`src/rtl/mem_ctrl_if.sv`:
```
// -----------------------------------------------------------------------------
// mem_ctrl_if
//
// Bundles the three block-transfer channels around the memory controller:
//   icache_* : icache miss port (read-only requests, refill responses)
//   dcache_* : dcache miss / write-through port (read or write requests)
//   mem_*    : main-memory port (one outstanding transaction)
//
// Modports:
//   slave  : the controller's view (takes cache requests, drives memory requests)
//   master : the surrounding caches and main memory (drive cache requests,
//            accept memory requests, return memory responses)
//
// Request type encoding on *_req_type: READ = 0, WRITE = 1.
// -----------------------------------------------------------------------------
interface mem_ctrl_if #(
  parameter int BLOCK_ADDR_WIDTH = 29,
  parameter int BLOCK_DATA_WIDTH = 64
) ();

  // icache channel
  logic                        icache_req_valid;
  logic [BLOCK_ADDR_WIDTH-1:0] icache_req_block_addr;
  logic                        icache_req_ready;
  logic                        icache_resp_valid;
  logic [BLOCK_DATA_WIDTH-1:0] icache_resp_block_data;

  // dcache channel
  logic                        dcache_req_valid;
  logic                        dcache_req_type;
  logic [BLOCK_ADDR_WIDTH-1:0] dcache_req_block_addr;
  logic [BLOCK_DATA_WIDTH-1:0] dcache_req_block_data;
  logic                        dcache_req_ready;
  logic                        dcache_resp_valid;
  logic [BLOCK_DATA_WIDTH-1:0] dcache_resp_block_data;

  // main-memory channel
  logic                        mem_req_valid;
  logic                        mem_req_type;
  logic [BLOCK_ADDR_WIDTH-1:0] mem_req_block_addr;
  logic [BLOCK_DATA_WIDTH-1:0] mem_req_block_data;
  logic                        mem_req_ready;
  logic                        mem_resp_valid;
  logic [BLOCK_DATA_WIDTH-1:0] mem_resp_block_data;

  modport slave (
    input  icache_req_valid, icache_req_block_addr,
    output icache_req_ready, icache_resp_valid, icache_resp_block_data,
    input  dcache_req_valid, dcache_req_type, dcache_req_block_addr,
           dcache_req_block_data,
    output dcache_req_ready, dcache_resp_valid, dcache_resp_block_data,
    output mem_req_valid, mem_req_type, mem_req_block_addr, mem_req_block_data,
    input  mem_req_ready, mem_resp_valid, mem_resp_block_data
  );

  modport master (
    output icache_req_valid, icache_req_block_addr,
    input  icache_req_ready, icache_resp_valid, icache_resp_block_data,
    output dcache_req_valid, dcache_req_type, dcache_req_block_addr,
           dcache_req_block_data,
    input  dcache_req_ready, dcache_resp_valid, dcache_resp_block_data,
    input  mem_req_valid, mem_req_type, mem_req_block_addr, mem_req_block_data,
    output mem_req_ready, mem_resp_valid, mem_resp_block_data
  );

endinterface : mem_ctrl_if

```
`src/rtl/mem_ctrl.sv`:
```
// -----------------------------------------------------------------------------
// mem_ctrl
//
// Memory controller between the icache/dcache miss ports and main memory.
// Arbitrates block requests (icache has priority), issues exactly one
// transaction at a time to main memory and routes the single-cycle response
// pulse back to the cache that owns the transaction. A one-entry holding
// buffer captures an icache request that arrives while the controller is
// busy, so the icache request path is always ready.
//
// Ports:
//   clk  : clock
//   rst  : synchronous, active-high reset (drops any transaction silently)
//   bus  : mem_ctrl_if.slave -- icache, dcache and main-memory channels
//   perf_icache_reqs, perf_dcache_reqs, perf_busy_cycles (32 bit each):
//          present only when MEM_CTRL_PERF_CNT_EN is defined; grant counts
//          per cache and count of non-idle cycles, wrapping, cleared by rst.
//
// Configuration macro: MEM_CTRL_PERF_CNT_EN (undefined by default).
//
// Timing: request cycle (IDLE grant) -> ISSUE (mem_req_valid) -> WAIT until
// mem_resp_valid; the response cycle returns to IDLE, where the next grant
// can be made, giving one idle bubble per transaction.
// -----------------------------------------------------------------------------
module mem_ctrl #(
  parameter int BLOCK_ADDR_WIDTH = 29,
  parameter int BLOCK_DATA_WIDTH = 64
) (
  input  logic         clk,
  input  logic         rst,
  mem_ctrl_if.slave    bus
`ifdef MEM_CTRL_PERF_CNT_EN
  ,
  output logic [31:0]  perf_icache_reqs,
  output logic [31:0]  perf_dcache_reqs,
  output logic [31:0]  perf_busy_cycles
`endif
);

  typedef enum logic [1:0] {
    IDLE  = 2'd0,
    ISSUE = 2'd1,
    WAIT  = 2'd2
  } state_t;

  typedef enum logic {
    REQ_READ  = 1'b0,
    REQ_WRITE = 1'b1
  } req_type_t;

  typedef enum logic {
    OWN_ICACHE = 1'b0,
    OWN_DCACHE = 1'b1
  } owner_t;

  // Transaction register: everything main memory sees comes from here, so the
  // request fields stay stable for as long as mem_req_ready is held low.
  typedef struct packed {
    owner_t                      owner;
    req_type_t                   req_type;
    logic [BLOCK_ADDR_WIDTH-1:0] addr;
    logic [BLOCK_DATA_WIDTH-1:0] data;
  } txn_t;

  state_t                      state;
  txn_t                        txn;
  logic                        mem_req_valid_q;

  logic                        ibuf_valid;
  logic [BLOCK_ADDR_WIDTH-1:0] ibuf_addr;

  logic                        grant_icache;
  logic                        grant_dcache;
  txn_t                        grant_txn;

  logic                        resp_fire;

  // ---------------------------------------------------------------------------
  // IDLE grant. A buffered icache request goes first, then a live icache
  // request (bypassing the buffer for zero added latency), then the dcache.
  // ---------------------------------------------------------------------------
  always_comb begin
    // NOTE: every signal assigned in this block gets a default first, so no
    // path leaves it unassigned and no latch is inferred.
    grant_icache       = 1'b0;
    grant_dcache       = 1'b0;
    grant_txn.owner    = OWN_DCACHE;
    grant_txn.req_type = req_type_t'(bus.dcache_req_type);
    grant_txn.addr     = bus.dcache_req_block_addr;
    grant_txn.data     = bus.dcache_req_block_data;

    if (state == IDLE) begin
      if (ibuf_valid) begin
        grant_icache       = 1'b1;
        grant_txn.owner    = OWN_ICACHE;
        grant_txn.req_type = REQ_READ;
        grant_txn.addr     = ibuf_addr;
        grant_txn.data     = '0;
      end else if (bus.icache_req_valid) begin
        grant_icache       = 1'b1;
        grant_txn.owner    = OWN_ICACHE;
        grant_txn.req_type = REQ_READ;
        grant_txn.addr     = bus.icache_req_block_addr;
        grant_txn.data     = '0;
      end else if (bus.dcache_req_valid) begin
        grant_dcache       = 1'b1;
      end
    end
  end

  // ---------------------------------------------------------------------------
  // Transaction FSM.
  // ---------------------------------------------------------------------------
  always_ff @(posedge clk) begin
    // NOTE: sequential state uses non-blocking assignments so every register
    // samples the pre-edge values, independent of statement order.
    if (rst) begin
      state           <= IDLE;
      txn             <= '0;
      mem_req_valid_q <= 1'b0;
    end else begin
      case (state)
        IDLE: begin
          if (grant_icache || grant_dcache) begin
            txn             <= grant_txn;
            mem_req_valid_q <= 1'b1;
            state           <= ISSUE;
          end
        end
        ISSUE: begin
          if (bus.mem_req_ready) begin
            mem_req_valid_q <= 1'b0;
            state           <= WAIT;
          end
        end
        WAIT: begin
          if (bus.mem_resp_valid) begin
            state <= IDLE;
          end
        end
        default: begin
          state           <= IDLE;
          mem_req_valid_q <= 1'b0;
        end
      endcase
    end
  end

  // ---------------------------------------------------------------------------
  // icache holding buffer. A request that is not granted directly (controller
  // busy) is parked here; a grant from the buffer in IDLE empties it.
  // ---------------------------------------------------------------------------
  always_ff @(posedge clk) begin
    if (rst) begin
      ibuf_valid <= 1'b0;
      ibuf_addr  <= '0;
    end else begin
      if (state == IDLE && ibuf_valid) begin
        ibuf_valid <= 1'b0;
      end
      if (bus.icache_req_valid && !(state == IDLE && !ibuf_valid)) begin
        ibuf_valid <= 1'b1;
        ibuf_addr  <= bus.icache_req_block_addr;
      end
    end
  end

  // ---------------------------------------------------------------------------
  // Outputs.
  // ---------------------------------------------------------------------------
  assign bus.icache_req_ready = 1'b1;

  // The dcache is only accepted when nothing from the icache competes for the
  // IDLE grant; otherwise it must hold its request.
  assign bus.dcache_req_ready = (state == IDLE) && !ibuf_valid &&
                                !bus.icache_req_valid;

  assign bus.mem_req_valid      = mem_req_valid_q;
  assign bus.mem_req_type       = txn.req_type;
  assign bus.mem_req_block_addr = txn.addr;
  assign bus.mem_req_block_data = txn.data;

  // Responses pass straight through in the memory response cycle.
  assign resp_fire = bus.mem_resp_valid && (state == WAIT);

  assign bus.icache_resp_valid = resp_fire && (txn.owner == OWN_ICACHE);
  assign bus.dcache_resp_valid = resp_fire && (txn.owner == OWN_DCACHE);

  assign bus.icache_resp_block_data = bus.icache_resp_valid ?
                                      bus.mem_resp_block_data : '0;
  // Write acks carry no data.
  assign bus.dcache_resp_block_data =
      (bus.dcache_resp_valid && txn.req_type == REQ_READ) ?
      bus.mem_resp_block_data : '0;

  // ---------------------------------------------------------------------------
  // Optional performance counters.
  // ---------------------------------------------------------------------------
`ifdef MEM_CTRL_PERF_CNT_EN
  always_ff @(posedge clk) begin
    if (rst) begin
      perf_icache_reqs <= '0;
      perf_dcache_reqs <= '0;
      perf_busy_cycles <= '0;
    end else begin
      if (grant_icache) perf_icache_reqs <= perf_icache_reqs + 32'd1;
      if (grant_dcache) perf_dcache_reqs <= perf_dcache_reqs + 32'd1;
      if (state != IDLE) perf_busy_cycles <= perf_busy_cycles + 32'd1;
    end
  end
`else
  // Counters are absent in this build.
`endif

  // ---------------------------------------------------------------------------
  // Protocol checks.
  // ---------------------------------------------------------------------------
  // The icache never issues a new request while one of its own is pending.
  a_icache_single_outstanding : assert property (
    @(posedge clk) disable iff (rst)
    bus.icache_req_valid |->
      !ibuf_valid && !(state != IDLE && txn.owner == OWN_ICACHE)
  ) else $error("mem_ctrl: icache request while icache request pending");

  // Main memory only responds to an accepted request, at least one cycle later.
  a_mem_resp_in_wait : assert property (
    @(posedge clk) disable iff (rst)
    bus.mem_resp_valid |-> (state == WAIT)
  ) else $error("mem_ctrl: mem_resp_valid outside WAIT");

endmodule : mem_ctrl

```
`src/flat_wrapper.sv`:
```
// flat-port wrapper written by rule: the top's interface ports become plain ports
module mem_ctrl_flat 
#(
  parameter int BLOCK_ADDR_WIDTH = 29,
  parameter int BLOCK_DATA_WIDTH = 64
)
  (clk, rst, bus_icache_req_valid, bus_icache_req_block_addr, bus_icache_req_ready, bus_icache_resp_valid, bus_icache_resp_block_data, bus_dcache_req_valid, bus_dcache_req_type, bus_dcache_req_block_addr, bus_dcache_req_block_data, bus_dcache_req_ready, bus_dcache_resp_valid, bus_dcache_resp_block_data, bus_mem_req_valid, bus_mem_req_type, bus_mem_req_block_addr, bus_mem_req_block_data, bus_mem_req_ready, bus_mem_resp_valid, bus_mem_resp_block_data);
  mem_ctrl_if #(.BLOCK_ADDR_WIDTH(BLOCK_ADDR_WIDTH), .BLOCK_DATA_WIDTH(BLOCK_DATA_WIDTH)) bus_i ();
  input  logic clk;
  input  logic rst;
  input wire logic [$bits(bus_i.icache_req_valid)-1:0] bus_icache_req_valid;
  input wire logic [$bits(bus_i.icache_req_block_addr)-1:0] bus_icache_req_block_addr;
  output wire logic [$bits(bus_i.icache_req_ready)-1:0] bus_icache_req_ready;
  output wire logic [$bits(bus_i.icache_resp_valid)-1:0] bus_icache_resp_valid;
  output wire logic [$bits(bus_i.icache_resp_block_data)-1:0] bus_icache_resp_block_data;
  input wire logic [$bits(bus_i.dcache_req_valid)-1:0] bus_dcache_req_valid;
  input wire logic [$bits(bus_i.dcache_req_type)-1:0] bus_dcache_req_type;
  input wire logic [$bits(bus_i.dcache_req_block_addr)-1:0] bus_dcache_req_block_addr;
  input wire logic [$bits(bus_i.dcache_req_block_data)-1:0] bus_dcache_req_block_data;
  output wire logic [$bits(bus_i.dcache_req_ready)-1:0] bus_dcache_req_ready;
  output wire logic [$bits(bus_i.dcache_resp_valid)-1:0] bus_dcache_resp_valid;
  output wire logic [$bits(bus_i.dcache_resp_block_data)-1:0] bus_dcache_resp_block_data;
  output wire logic [$bits(bus_i.mem_req_valid)-1:0] bus_mem_req_valid;
  output wire logic [$bits(bus_i.mem_req_type)-1:0] bus_mem_req_type;
  output wire logic [$bits(bus_i.mem_req_block_addr)-1:0] bus_mem_req_block_addr;
  output wire logic [$bits(bus_i.mem_req_block_data)-1:0] bus_mem_req_block_data;
  input wire logic [$bits(bus_i.mem_req_ready)-1:0] bus_mem_req_ready;
  input wire logic [$bits(bus_i.mem_resp_valid)-1:0] bus_mem_resp_valid;
  input wire logic [$bits(bus_i.mem_resp_block_data)-1:0] bus_mem_resp_block_data;
  assign bus_i.icache_req_valid = bus_icache_req_valid;
  assign bus_i.icache_req_block_addr = bus_icache_req_block_addr;
  assign bus_icache_req_ready = bus_i.icache_req_ready;
  assign bus_icache_resp_valid = bus_i.icache_resp_valid;
  assign bus_icache_resp_block_data = bus_i.icache_resp_block_data;
  assign bus_i.dcache_req_valid = bus_dcache_req_valid;
  assign bus_i.dcache_req_type = bus_dcache_req_type;
  assign bus_i.dcache_req_block_addr = bus_dcache_req_block_addr;
  assign bus_i.dcache_req_block_data = bus_dcache_req_block_data;
  assign bus_dcache_req_ready = bus_i.dcache_req_ready;
  assign bus_dcache_resp_valid = bus_i.dcache_resp_valid;
  assign bus_dcache_resp_block_data = bus_i.dcache_resp_block_data;
  assign bus_mem_req_valid = bus_i.mem_req_valid;
  assign bus_mem_req_type = bus_i.mem_req_type;
  assign bus_mem_req_block_addr = bus_i.mem_req_block_addr;
  assign bus_mem_req_block_data = bus_i.mem_req_block_data;
  assign bus_i.mem_req_ready = bus_mem_req_ready;
  assign bus_i.mem_resp_valid = bus_mem_resp_valid;
  assign bus_i.mem_resp_block_data = bus_mem_resp_block_data;
  mem_ctrl #(.BLOCK_ADDR_WIDTH(BLOCK_ADDR_WIDTH), .BLOCK_DATA_WIDTH(BLOCK_DATA_WIDTH)) u_core (.clk(clk), .rst(rst), .bus(bus_i));
endmodule
```
`config.mk`:
```
export PLATFORM = sky130hd
export DESIGN_NAME = mem_ctrl_flat
export DESIGN_NICKNAME = d
export VERILOG_FILES = /design/src/rtl/mem_ctrl_if.sv /design/src/rtl/mem_ctrl.sv /design/src/flat_wrapper.sv
export SDC_FILE = /design/constraint.sdc
export NUM_CORES = 1
export LEC_CHECK = 0
export CAP_MARGIN = 30
export CORE_AREA = 2 2 164 166
export CTS_CLUSTER_SIZE = 24
export DETAILED_ROUTE_END_ITERATION = 10
export DIE_AREA = 0 0 166 168
export DONT_BUFFER_PORTS = 1
export SYNTH_ARGS = -nofsm -noshare
export SYNTH_HDL_FRONTEND = slang
export SYNTH_SLANG_ARGS = --single-unit
```
`constraint.sdc`:
```
create_clock -name clk -period 2.5 [get_ports clk]
set_input_delay 0.375 -clock clk [delete_from_list [all_inputs] [get_ports clk]]
set_output_delay 0.375 -clock clk [all_outputs]
set_load 0.01 [all_outputs]
```
* After elaboration in Yosys (flattened, before gate mapping)
Cells that the tools add are included.
** Word-level totals
- Input bits :: 193
- Output and inout bits :: 227
- Logic and storage cells :: 53
- Register bits :: 128
** Cells by class
- Bitwise logic cells :: 3
- Multiplexer cells :: 20
- Reduce and logical (&&, ||, !) cells :: 17
- Equality and inequality tests :: 5
** Operator list (count)
- $mux W95 :: 2
- $mux W64 :: 2
- $mux W1 :: 11
- $logic_and A1 B1 Y1 :: 8
- $mux W2 :: 3
- $ne A2 B2 Y1 const B :: 3
- $pmux W2 S3 :: 1
- $reduce_and A3 Y1 :: 2
- $logic_not A1 Y1 :: 3
- $not A1 Y1 :: 3
- $pmux W1 S3 :: 1
- $eq A2 B1 Y1 const B :: 1
- $eq A2 B2 Y1 const B :: 1
- $logic_not A2 Y1 :: 1
- $reduce_and A2 Y1 :: 1
- $reduce_bool A2 Y1 :: 1
- $logic_or A1 B1 Y1 :: 1

* Longest topological paths before layout
- Word-level depth :: 7
- Depth in mapped cells :: 6
- Mapped depth without buffers :: 3

* Worst setup path after synthesis
OpenSTA, ideal clock, no wires.
- Path type :: register -> output
- Start :: register u_core.state[1]
- End :: output bus_dcache_resp_block_data[10]
- Path buffers :: 3
- Path slack :: 0.720 ns
- Arrival :: 1.405 ns
- Data required time :: 2.125 ns
- Stages on the path, launching flop included :: 7
- Cell sequence :: dfxtp_1 -> buf_2 -> and4b_1 -> nor2b_1 -> buf_2 -> clkbuf_1 -> and2_1
** On the way
- Longest elaborated chain between the ends :: 5
** RTL lines
- from (decl) :: RTL line mem_ctrl.sv:65 : state_t state;
- from (signal assigned) :: RTL line mem_ctrl.sv:118 : state <= IDLE;
- from (signal assigned) :: RTL line mem_ctrl.sv:127 : state <= ISSUE;
- from (signal assigned) :: RTL line mem_ctrl.sv:133 : state <= WAIT;
- $eq A2 B2 Y1 :: RTL line mem_ctrl.sv:184 : assign resp_fire = bus.mem_resp_valid && (state == WAIT);
- $logic_and A1 B1 Y1 :: RTL line mem_ctrl.sv:184
- $logic_and A1 B1 Y1 :: RTL line mem_ctrl.sv:187 : assign bus.dcache_resp_valid = resp_fire && (txn.owner == OWN_DCACHE);
- net bus_dcache_resp_valid :: RTL line flat_wrapper.sv:21 : output wire logic [$bits(bus_i.dcache_resp_valid)-1:0] bus_dcache_resp_valid;
- $logic_and A1 B1 Y1 :: RTL line mem_ctrl.sv:193 : (bus.dcache_resp_valid && txn.req_type == REQ_READ) ?
- $mux W64 :: RTL line mem_ctrl.sv:193
- to (decl) :: RTL line flat_wrapper.sv:22 : output wire logic [$bits(bus_i.dcache_resp_block_data)-1:0] bus_dcache_resp_block_data;
The timed path passes the listed nets, and every way through them passes these cells.

* Final worst setup path
- Start :: register u_core.state[0]
- End :: output bus_icache_resp_block_data[44]
** On the way
- Longest elaborated chain between the ends :: 4
** RTL lines
- $eq A2 B2 Y1 :: RTL line mem_ctrl.sv:184
- $logic_and A1 B1 Y1 :: RTL line mem_ctrl.sv:184
- $logic_and A1 B1 Y1 :: RTL line mem_ctrl.sv:186 : assign bus.icache_resp_valid = resp_fire && (txn.owner == OWN_ICACHE);
- net bus_icache_resp_valid :: RTL line flat_wrapper.sv:14 : output wire logic [$bits(bus_i.icache_resp_valid)-1:0] bus_icache_resp_valid;
- $mux W64 :: RTL line mem_ctrl.sv:189 : assign bus.icache_resp_block_data = bus.icache_resp_valid ?
- to (decl) :: RTL line flat_wrapper.sv:15 : output wire logic [$bits(bus_i.icache_resp_block_data)-1:0] bus_icache_resp_block_data;
The timed path passes the listed nets, and every way through them passes these cells.

==> reports/qor_table.md <==
| Result | This run |
|:---|:---|
| Status | complete, no violations |
| Slew at the pin closest to its max-slew limit | 0.691 ns |
| Sum of overflow across all layers after global routing | 0 |
| Iter 0 DRT Violations | 278 |
| Capture endpoint of the worst hold path | u_core.ibuf_addr[24] |
| Worst setup path class | flip-flop to primary output |
| Number of buffers between clock root and the deepest sink | 2 |
| Final Wtd Congestion | 0.768 |
| First-pass GRT wire length | 25300 um |
| P per Cell Area | 818 nW/um^2 |
| CP max FO | 64 |
| Static Leakage | 2.54 nW |
| Primary flip-flop cell chosen by synthesis mapping | dfxtp_1 |
| Maximum level of the CTS H-tree | 4 |
| Final min period | 2.35 ns |
| Clk pin slew, worst setup/hold paths | 0.06 ns |
| Critical R2R Capture | u_core.bus.mem_req_block_addr[21] |
| GRT Overall Usage | 0.120 |
| Worst vdd rail ir drop | 384 uV |
| Number of hold-slack violations in the final timing report | 0 |
| Number of buffers added on ports | 0 |
| HPWL after detailed placement | 13300 um |
| Num CTS Buffers | 17 |
| Total negative slack | 0 ns |
| Cells along the critical path | nor3_2 > buf_6 > and2_1 |
| Total die area | 27900 sq um |
| Mapped Cells | 705 |
| WL final | 18000 um |
| Detail-routed net length per standard cell | 18.9 um |
| Effective utilization at floorplan | 0.239 |
| Max incr delay on CP | 0.48 ns |
| Number of iterations in the first detailed-routing pass | 4 |
| Worst setup slack after layout | 0.148 ns |
| Endpoint required time on the critical path | 2.12 ns |
| Portion of the post-synthesis area used by sequential elements | 0.407 |
| Detail Route Antenna Nets | 0 |
| Maximum clock frequency | 0.425 GHz |
| Layout-stage area growth over the synthesis result | 4.11% |
| Worst clock skew | 0.0107 ns |
| Sinks on Clock Net | 128 |
| Number of placed I/O pins | 420 |
| Share of the synthesized area in the top cell type | 0.407 |
| Number of vias per cell | 4.61 |
| Global routing's busiest layer | met2 |
| Reg-to-reg slack, setup | 0.49 ns |
| Top post-synthesis cells by area | dfxtp_1, a22o_1, and2_1 |
| Remaining routing DRC violations | 0 |
| Core outline area | 26400 sq um |
| Number of non-filler instances in the completed layout | 948 |
| Endpoint arrival time on the critical path | 1.98 ns |
| Worst hold path type | primary input to flip-flop |
| Fraction of layout instances using a drive strength above 1 | 0.0977 |
| Rows | 60 |
| Part of the cycle the worst path needs | 0.941 |
| Total number of yosys warnings | 0 |
| Post-place setup slack | 0.435 ns |
| Cell depth of the worst min-delay path | 1 |
| Fillers | 2826 |
| Net count of the mapped netlist | 898 |
| Cell at the slowest stage of the critical path | nor3_2 |
| Maximum number of pins on one net before global-route repair | 66 |
| Most common library cells after synthesis | and2_1, dfxtp_1, buf_4 |
| Origin of the worst min-delay path | rst |
| Ys async rst share | 0 |
| Max-cap check violation count | 0 |
| Global routing met2 resource utilization | 0.182 |
| GR Util met3 | 0.0470 |
| Number of setup violations in the final report | 0 |
| EDFF count, synth | 0 |
| Layout Nets | 784 |
| Antenna violations before repair | 1 |
| Number of global-route vias before repair | 3965 |
| Startpoint of the worst-slack reg-to-reg timing path | u_core.state[0] |
| Clock latency of the later-clocked register in the worst-skew pair | 0.42 ns |
| Distinct cell type count of the synthesized netlist | 27 |
| Worst slew margin relative to its limit | 0.538 |
| Synth Register Bits | 128 |
| DR vias | 4374 |
| Syn avg cell area | 8.94 sq um |
| Die span in y | 168 um |
| Number of max-slew violations in the final report | 0 |
| Synth area leader | dfxtp_1 |
| Cell area after synthesis | 6300 sq um |
| Placed Instances | 911 |
| Buffer cell driving the clock tree root | clkbuf_16 |
| DIE WIDTH | 166 um |
| Setup crit start kind | flip-flop |
| Element type at the critical path end | primary output |
| Clock tree from TritonCTS | built |
| Worst Reg-to-Reg Cells | 4 |
| Unrepaired setup endpoints after global routing | no |
| Global Route met1 Usage | 0.154 |
## where the power goes
group / total (mW) / switching [mW] / internal (mW)
registers: 2.33 / 0.149 / 2.18
clock network: 2.59 / 1.00 / 1.59
logic: 0.452 / 0.260 / 0.192
## worst max-delay path, delay by kind of cell (launching register included)
family / cells / cell delay, ns
and+or+nand+nor: 2 / 0.77
DFF: 1 / 0.42
buffers and inverters: 1 / 0.36
## worst max-delay path by stage
stage                     from                             end  slack (ns)  cells after the start
3_5_place_dp   u_core.state[0]  bus_icache_resp_block_data[50]        0.43                      3
6_report       u_core.state[0]  bus_icache_resp_block_data[44]        0.15                      3
4_1_cts        u_core.state[0]  bus_icache_resp_block_data[50]        0.08                      3
3_3_place_gp   u_core.state[0]  bus_icache_resp_block_data[50]        0.45                      3
5_1_grt        u_core.state[0]  bus_icache_resp_block_data[50]       0.003                      3
2_1_floorplan  u_core.state[1]  bus_dcache_resp_block_data[10]        0.72                      6
## area by class of cell
type / instances / area, sq um / area share
multi-input cells: 426 / 2760 / 0.421
flip-flops and latches: 128 / 2560 / 0.391
clock buffers: 18 / 429 / 0.0654
well taps: 341 / 427 / 0.0651
repair buffers: 18 / 191 / 0.0292
clock inverters: 14 / 180 / 0.0275
diodes: 3 / 7.51 / 0.00114
## state kept, by name, summed over array words and instances, names as in the netlist
name,count
u_core.bus.mem_req_block_data,64
u_core.ibuf_addr,29
u_core.ibuf_valid,1
u_core.bus.mem_req_block_addr,29
u_core.bus.mem_req_valid,1
u_core.bus.mem_req_type,1
u_core.txn,1
u_core.state,2
## cell families (layout without fill, tap and decap cells)
group,after synthesis,count (layout),synth area share
adder cells (fa/ha/maj),1,1,0.00159
buffers and inverters,151,50,0.161
other,1,4,0.000595
flip-flops,128,128,0.407
AO/OA/AOI/OAI,160,160,0.185
AND/OR/NAND/NOR,235,235,0.199
multiplexers,29,29,0.0461
## cells in the final DEF (no fill, tap or decap), types with 2 or more instances in the layout
cell type	synthesis	layout
o21ai_0	30	30
a21oi_1	33	33
buf_12	0	4
inv_6	0	4
buf_4	95	12
nor2_1	4	4
and2_1	128	128
diode_2	0	3
dfxtp_1	128	127
clkinv_4	0	3
bufinv_16	0	3
nand2_1	91	91
mux2i_1	29	29
a22o_1	94	94
clkbuf_16	0	17
clkinv_2	0	2
## per-stage QoR
| stage | power [mW] | area (sq um) | utilization | hold WS [ns] |
|---|---|---|---|---|
| after floorplan | 2.85 | 6300 | - | 0.436 |
| after global placement | 2.82 | 5910 | 0.224 | 0.435 |
| after detailed placement | 2.83 | 5910 | 0.224 | 0.440 |
| after CTS | 5.46 | 6550 | 0.249 | 0.00337 |
| after global routing | 5.61 | 6550 | 0.249 | 0.00415 |
| final | 5.37 | 6560 | 0.249 | 0.0277 |
## metal layers
layer / part of all wire / wire length [um] / vias to the layer above
met5: 0 / 0 / -
met3: 0.093 / 1680 / 18
li1: - / - / 2065
met2: 0.45 / 8140 / 259
met1: 0.44 / 7820 / 2032
met4: 0.018 / 322 / 0
## repair_timing
item,4_1_cts,5_1_grt
endpoints found under the setup margin,48,0
setup buffers,1,0
resized for setup,1,0
hold endpoints to repair,14,0
hold buffers,1,0
Power figures use the tool's default switching activity.
